==> config.mk <==
export PLATFORM = sky130hd
export DESIGN_NAME = video_frame_signature
export DESIGN_NICKNAME = d
export VERILOG_FILES = /design/src/rtl/video_sig_pkg.sv /design/src/rtl/crc32_step.sv /design/src/rtl/video_frame_signature.sv
export SDC_FILE = /design/constraint.sdc
export NUM_CORES = 1
export LEC_CHECK = 0
export ABC_CLOCK_PERIOD_IN_PS = 5900
export BUFFER_PORTS_ARGS = -buffer_cell sky130_fd_sc_hd__buf_4
export CAP_MARGIN = 10
export CORE_MARGIN = 4
export CORE_UTILIZATION = 62
export CTS_CLUSTER_SIZE = 24
export DETAILED_ROUTE_END_ITERATION = 16
export PLACE_DENSITY_LB_ADDON = 0.25
export SLEW_MARGIN = 20
export SYNTH_ARGS = -nofsm -noshare
export SYNTH_HDL_FRONTEND = slang
export SYNTH_SLANG_ARGS = --single-unit
export TNS_END_PERCENT = 10
==> constraint.sdc <==
create_clock -name Clk -period 5.9 [get_ports Clk]
set_input_delay 0.885 -clock Clk [delete_from_list [all_inputs] [get_ports Clk]]
set_output_delay 0.885 -clock Clk [all_outputs]
set_load 0.03 [all_outputs]
==> src/rtl/video_sig_pkg.sv <==
// ---------------------------------------------------------------------------
// video_sig_pkg
// Shared definitions for the frame signature block:
//   sig_state_t  - capture state machine encoding (IDLE, ARMED, CAPTURE)
//   CRC32_POLY   - CRC-32/MPEG-2 polynomial
//   CRC32_INIT   - CRC seed loaded at the start of each frame
//   CRC_MAX_W    - widest data word crc32_next can absorb
//   crc32_next   - advance a CRC over the low w bits of a word, MSB first
// ---------------------------------------------------------------------------
package video_sig_pkg;

    typedef enum logic [1:0] {
        IDLE,
        ARMED,
        CAPTURE
    } sig_state_t;

    localparam logic [31:0] CRC32_POLY = 32'h04C11DB7;
    localparam logic [31:0] CRC32_INIT = 32'hFFFFFFFF;
    localparam int          CRC_MAX_W  = 64;

    // The loop bound is a constant so this unrolls into a fixed XOR network;
    // bits at or above w are skipped, so callers zero-extend narrower words.
    function automatic logic [31:0] crc32_next(
        input logic [31:0]          crc,
        input logic [CRC_MAX_W-1:0] data,
        input int                   w
    );
        logic [31:0] c;
        c = crc;
        for (int i = CRC_MAX_W - 1; i >= 0; i--) begin
            if (i < w) begin
                if (c[31] ^ data[i]) begin
                    c = {c[30:0], 1'b0} ^ CRC32_POLY;
                end else begin
                    c = {c[30:0], 1'b0};
                end
            end
        end
        return c;
    endfunction

endpackage

==> src/rtl/crc32_step.sv <==
// ---------------------------------------------------------------------------
// crc32_step
// Combinational single-word CRC-32/MPEG-2 update.
// Ports:
//   crc_in  - current CRC value
//   data    - W-bit word, consumed MSB first
//   crc_out - CRC after absorbing data
// ---------------------------------------------------------------------------
module crc32_step
    import video_sig_pkg::*;
#(
    parameter int W = 12
) (
    input  logic [31:0]  crc_in,
    input  logic [W-1:0] data,
    output logic [31:0]  crc_out
);

    logic [CRC_MAX_W-1:0] data_ext;

    always_comb begin
        data_ext         = '0;
        data_ext[W-1:0]  = data;
        crc_out          = crc32_next(crc_in, data_ext, W);
    end

endmodule

==> src/rtl/video_frame_signature.sv <==
// ---------------------------------------------------------------------------
// video_frame_signature
// Computes a CRC-32/MPEG-2 signature over a rectangular region of interest
// of each video frame, for one or more consecutive frames, and presents each
// result through a single valid/ready holding register.
// Ports:
//   Clk, reset_rtl_0         - clock, asynchronous active-low reset
//   pixel_ce                 - pixel strobe; video inputs sampled only here
//   vs, active_nblank        - vertical sync (active low), active region
//   drawX, drawY, pixel      - current coordinate and pixel word
//   roi_x0/y0/x1/y1          - inclusive region bounds
//   start, num_frames, abort - run control
//   sig_valid/ready/data     - result handshake and frame CRC
//   sig_frame_idx            - frame index within the run
//   sig_pix_count            - pixels hashed in that frame
//   busy, overflow           - run in progress, result dropped (sticky)
// ---------------------------------------------------------------------------
module video_frame_signature
    import video_sig_pkg::*;
#(
    parameter int CHANNELS = 3,
    parameter int BPC      = 4,
    parameter int COORD_W  = 10,
    parameter int FRAMES_W = 8
) (
    input  logic                    Clk,
    input  logic                    reset_rtl_0,
    input  logic                    pixel_ce,
    input  logic                    vs,
    input  logic                    active_nblank,
    input  logic [COORD_W-1:0]      drawX,
    input  logic [COORD_W-1:0]      drawY,
    input  logic [CHANNELS*BPC-1:0] pixel,
    input  logic [COORD_W-1:0]      roi_x0,
    input  logic [COORD_W-1:0]      roi_y0,
    input  logic [COORD_W-1:0]      roi_x1,
    input  logic [COORD_W-1:0]      roi_y1,
    input  logic                    start,
    input  logic [FRAMES_W-1:0]     num_frames,
    input  logic                    abort,
    output logic                    sig_valid,
    input  logic                    sig_ready,
    output logic [31:0]             sig_data,
    output logic [FRAMES_W-1:0]     sig_frame_idx,
    output logic [2*COORD_W-1:0]    sig_pix_count,
    output logic                    busy,
    output logic                    overflow
);

    localparam int W = CHANNELS * BPC;
    localparam logic [2*COORD_W-1:0] CNT_ONE   = 1;
    localparam logic [FRAMES_W-1:0]  FRAME_ONE = 1;

    sig_state_t             state;
    logic                   vs_prev;
    logic [31:0]            crc;
    logic [2*COORD_W-1:0]   pix_count;
    logic [FRAMES_W-1:0]    frame_idx;
    logic [FRAMES_W-1:0]    frames_left;

    logic                   in_roi;
    logic                   hash_pixel;
    logic                   boundary;
    logic                   emit;
    logic [31:0]            crc_src;
    logic [31:0]            crc_hashed;

    assign in_roi     = (drawX >= roi_x0) && (drawX <= roi_x1) &&
                        (drawY >= roi_y0) && (drawY <= roi_y1);
    assign hash_pixel = pixel_ce && active_nblank && in_roi;
    assign boundary   = pixel_ce && vs_prev && !vs;
    assign emit       = (state == CAPTURE) && boundary && !abort;

    // A pixel arriving together with a boundary starts the next frame, so it
    // is hashed on top of the seed rather than the running CRC.
    assign crc_src = ((state == CAPTURE) && !boundary) ? crc : CRC32_INIT;

    crc32_step #(.W(W)) u_crc_step (
        .crc_in  (crc_src),
        .data    (pixel),
        .crc_out (crc_hashed)
    );

    // vsync history advances only on pixel strobes, so the edge detect runs
    // in the pixel clock domain even though Clk is faster.
    always_ff @(posedge Clk or negedge reset_rtl_0) begin
        if (!reset_rtl_0) begin
            vs_prev <= 1'b1;
        end else if (pixel_ce) begin
            vs_prev <= vs;
        end
    end

    // Capture state machine together with the result holding register.
    // The holding register is served independently of abort so a pending
    // result survives an aborted run.
    always_ff @(posedge Clk or negedge reset_rtl_0) begin
        if (!reset_rtl_0) begin
            state         <= IDLE;
            busy          <= 1'b0;
            overflow      <= 1'b0;
            crc           <= '0;
            pix_count     <= '0;
            frame_idx     <= '0;
            frames_left   <= '0;
            sig_valid     <= 1'b0;
            sig_data      <= '0;
            sig_frame_idx <= '0;
            sig_pix_count <= '0;
        end else begin
            if (sig_valid && sig_ready) begin
                sig_valid <= 1'b0;
            end

            if (emit) begin
                if (!sig_valid || sig_ready) begin
                    sig_valid     <= 1'b1;
                    sig_data      <= crc;
                    sig_frame_idx <= frame_idx;
                    sig_pix_count <= pix_count;
                end else begin
                    overflow <= 1'b1;
                end
            end

            if (abort) begin
                state       <= IDLE;
                busy        <= 1'b0;
                crc         <= '0;
                pix_count   <= '0;
                frame_idx   <= '0;
                frames_left <= '0;
            end else begin
                case (state)
                    IDLE: begin
                        if (start) begin
                            frames_left <= (num_frames == '0) ? FRAME_ONE : num_frames;
                            overflow    <= 1'b0;
                            state       <= ARMED;
                            busy        <= 1'b1;
                        end
                    end
                    ARMED: begin
                        if (boundary) begin
                            state     <= CAPTURE;
                            frame_idx <= '0;
                            crc       <= hash_pixel ? crc_hashed : CRC32_INIT;
                            pix_count <= hash_pixel ? CNT_ONE : '0;
                        end
                    end
                    CAPTURE: begin
                        if (boundary) begin
                            frames_left <= frames_left - FRAME_ONE;
                            frame_idx   <= frame_idx + FRAME_ONE;
                            crc         <= hash_pixel ? crc_hashed : CRC32_INIT;
                            pix_count   <= hash_pixel ? CNT_ONE : '0;
                            if (frames_left <= FRAME_ONE) begin
                                state <= IDLE;
                                busy  <= 1'b0;
                            end
                        end else if (hash_pixel) begin
                            crc       <= crc_hashed;
                            pix_count <= pix_count + CNT_ONE;
                        end
                    end
                    default: begin
                        state <= IDLE;
                        busy  <= 1'b0;
                    end
                endcase
            end
        end
    end

endmodule

==> summary.md <==
| Metric | Value |
|---|---|
| Mux share of post-synthesis cell area | `0.0652` |
| Crit path top cell by count | `buf_4` |
| Slew Viols, Final | `0` |
| P per Cell Area | `257 nW/um^2` |
| Async set or reset register ratio after synthesis | `1.00` |
| Crit-path max FO | `32` |
| Port bufs | `150` |
| Fin Setup TNS | `0 ns` |
| DR vias/cell | `between 5 and 6` |
| Minimum clock period | `4.07 ns` |
| Initial Util | `0.642` |
| Crit-path max cell delay | `0.81 ns` |
| Synth Register Bits | `between 100 and 150` |
| Hold depth | `2` |
| Number of flops mapped to enable cells by yosys | `0` |
| Final #Nets | `1146` |
| Met2 WL | `10300 microns` |
| Critical Path RT | `6.21 ns` |
| Num CTS Buffers | `17` |
| Adder and majority gate portion of the synthesized area | `0.0637` |
| Hold path start | `sig_data[15]$_DFFE_PN0P_` |
| GRT overflow | `0` |
| Peak VDD IR | `265 uV` |
| Worst-skew pair later-pin latency | `0.42 ns` |
| Vias in the first global route | `6958` |
| Largest family of logic cells by synthesized area | `XOR/XNOR gates` |
| Antenna Cells | `0` |
| Hold Path End | `sig_data[15]$_DFFE_PN0P_` |
| Synthesized area | `between 8000 and 9000 sq um` |
| CTS H-Tree Depth | `4` |
| Sequential area share after synthesis | `0.388` |
| Row count | `42` |
| Top-count cell post-synth | `dfrtp_1` |
| Pleak | `4.93 nW` |
| DRC violations left | `0` |
| Slew HR | `0.306` |
| Gate Count Post-Synth | `893` |
| Crit path max-delay family | `compound AO/OA/AOI/OAI gates` |
| Post-CTS Resized | `0` |
| Compound-Gate Fraction of Synth Area | `0.140` |
| Crit-path slowest cell | `a211oi_4` |
| Length in cells of the worst reg-to-reg path | `5` |
| Endpoints failing setup | `0` |
| Hold WC Path Type | `flip-flop to flip-flop` |
| Initial antenna violation count | `0` |
| First-pass GRT wire length | `about 36000 microns` |
| Met3 wire len | `1530 microns` |
| RSZ-0062 raised after global routing | `false` |
| Drt total wl | `21600 microns` |
| Die X | `about 130 microns` |
| Worst setup EP type | `flip-flop` |
| Chip Height | `~130 microns` |
| Reg clk slew, reported paths | `0.06 ns` |
| Period utilization | `0.689` |
| Crit path buf inv count | `2` |
| Yosys warning total | `0` |
| Count of cell types in the netlist | `64` |
| Status | `complete, no violations` |
| Largest net degree at the start of global routing | `81` |
| Share of post-route cells with drive strength above 1 | `0.259` |
| Clk_skew | `0.00773 ns` |
| Num ports | `roughly 150` |
| Max_cap viols | `0` |
| Crit-path cells | `buf_4, ha_1, a211o_1, a21oi_1, o211ai_1, o2111a_1, o21a_1, a211oi_4, buf_4, nor2_1, a221oi_1` |
| Share of the synthesized area in the top cell type | `0.385` |
| Antenna Nets Post-Route | `0` |
| Number of iterations in the first detailed-routing pass | `5` |
| Initial DRC count | `639` |
| XOR/XNOR Fraction of Synth Area | `0.162` |
| Worst Max-Slew Pin Slew | `1.04 ns` |
| All-layer global routing usage | `0.276` |
| Max layer used | `met4` |
| Setup CP Type | `input port to flip-flop` |
| Sink Count | `134` |
| Placer Congestion | `0.916` |
| R2R Path End | `pix_count[6]$_DFFE_PN0P_` |
| Final hold violations | `0` |
| Total power | `0.00268 W` |
| Setup slack, reg-to-reg | `2.24 ns` |
| Post-CTS setup repair buffer count | `0` |
| Startpoint type of the worst setup path | `input port` |
| Top post-synthesis cells by area | `dfrtp_1 39%, xnor2_1 9.9%, mux2_2 6.5%` |
| Post-synthesis area per instance | `slightly below 10 sq um` |
| Root Driver | `clkbuf_16` |
| CTS tree | `done` |
| Core Box Area | `between 10000 and 15000 sq um` |
| Syn Nets | `1025` |
| Post-synth top area cell | `dfrtp_1` |
| CP Data Arrival Time | `4.37 ns` |
| Post-synthesis simple-gate area fraction | `0.129` |
| Hpwl dp | `15400 microns` |
| Die area | `15900 sq um` |
| CTS Hold Bufs | `0` |
| Max Fclk | `246 MHz` |
| Most used DFF post-synth | `dfrtp_1` |
| Area Growth Syn to Fin | `20.4%` |
| Mean routed wirelength per cell | `~18 microns` |
| WL met1 | `9400 microns` |
| Via count | `7061` |
| R2r startpoint | `state[0]$_DFFE_PN0P_` |
| Commonest cells in the netlist | `133 x dfrtp_1, 98 x xnor2_1, 71 x o21ai_0` |
| CTS Buffer Depth | `2` |
worst max path at each step:
stage,startpoint,slack [ns],endpoint,depth (start not counted)
6_report,drawY[9],1.83,crc[5]$_DFFE_PN0P_,11
5_1_grt,drawY[7],1.62,crc[5]$_DFFE_PN0P_,11
2_1_floorplan,roi_y0[9],2.70,pix_count[1]$_DFFE_PN0P_,11
4_1_cts,drawY[9],1.95,crc[5]$_DFFE_PN0P_,11
3_3_place_gp,drawY[5],1.63,crc[28]$_DFFE_PN0P_,11
3_5_place_dp,drawY[9],1.54,crc[5]$_DFFE_PN0P_,11
registers in the layout, summed over array words and instances (netlist names), 2 cells and up:
register       cells
frames_left        8
sig_data          32
pix_count         20
frame_idx          8
crc               32
sig_pix_count     20
state              2
sig_frame_idx      8
power by group:
group          total, W  internal (W)  switching, W  leakage (nW)
Combinational  0.000594      0.000277      0.000317          2.82
Sequential     0.000995      0.000950     0.0000456          1.82
Clock           0.00109      0.000658      0.000430         0.295
Total           0.00268       0.00189      0.000792          4.93
per-stage QoR:
step	area [sq um]	instances	utilization	setup slack, ns	hold WS, ns
after floorplan	8640	893	-	2.70	0.444
after global placement	9790	1171	0.728	1.63	0.463
after detailed placement	9790	1171	0.728	1.54	0.477
after CTS	10400	1203	0.773	1.95	0.490
after global routing	10400	1203	0.773	1.62	0.516
final	10400	1203	0.773	1.83	0.487
worst reg2reg max path, stage by stage (launching register included):
cell	delay, ns
dfrtp_1	0.65
nor2b_1	0.81
nand2b_1	0.45
nor2_1	0.74
nand2_1	0.39
o41ai_1	0.50
area by class of cell:
cell class	instances	area (sq um)
Clock buffer	19	453
Inverter	58	218
Multi-Input combinational cell	651	4860
Tap cell	176	220
Clock inverter	13	156
Sequential cell	134	3350
Fill cell	932	3050
Timing Repair Buffer	152	1140
layer usage:
layer  track usage  up-vias
met5             0        -
met4        0.0744        0
met3        0.0601       34
met2         0.451      281
met1         0.375     3425
li1              -     3321
kinds of logic after synthesis:
family	after synthesis
xor gates and xnor gates	138
and+or+nand+nor	230
AOI/OAI and AO/OA	189
DFF	134
buffers and inverters	108
adders and majority gates	44
muxes	50
cell usage in the layout (no fill, tap or decap), drive strengths merged, types with 9 or more instances in the layout:
master	n
o21ai	71
nand2	71
dfrtp	133
a211oi	9
nand2b	10
nand3	16
mux2	50
nor3	26
inv	67
nor2	66
ha	44
xor2	28
a221oi	9
xnor2	108
buf	152
clkbuf	19
a21oi	37
a22o	12
No activity file was read; power rests on OpenSTA's default activity.
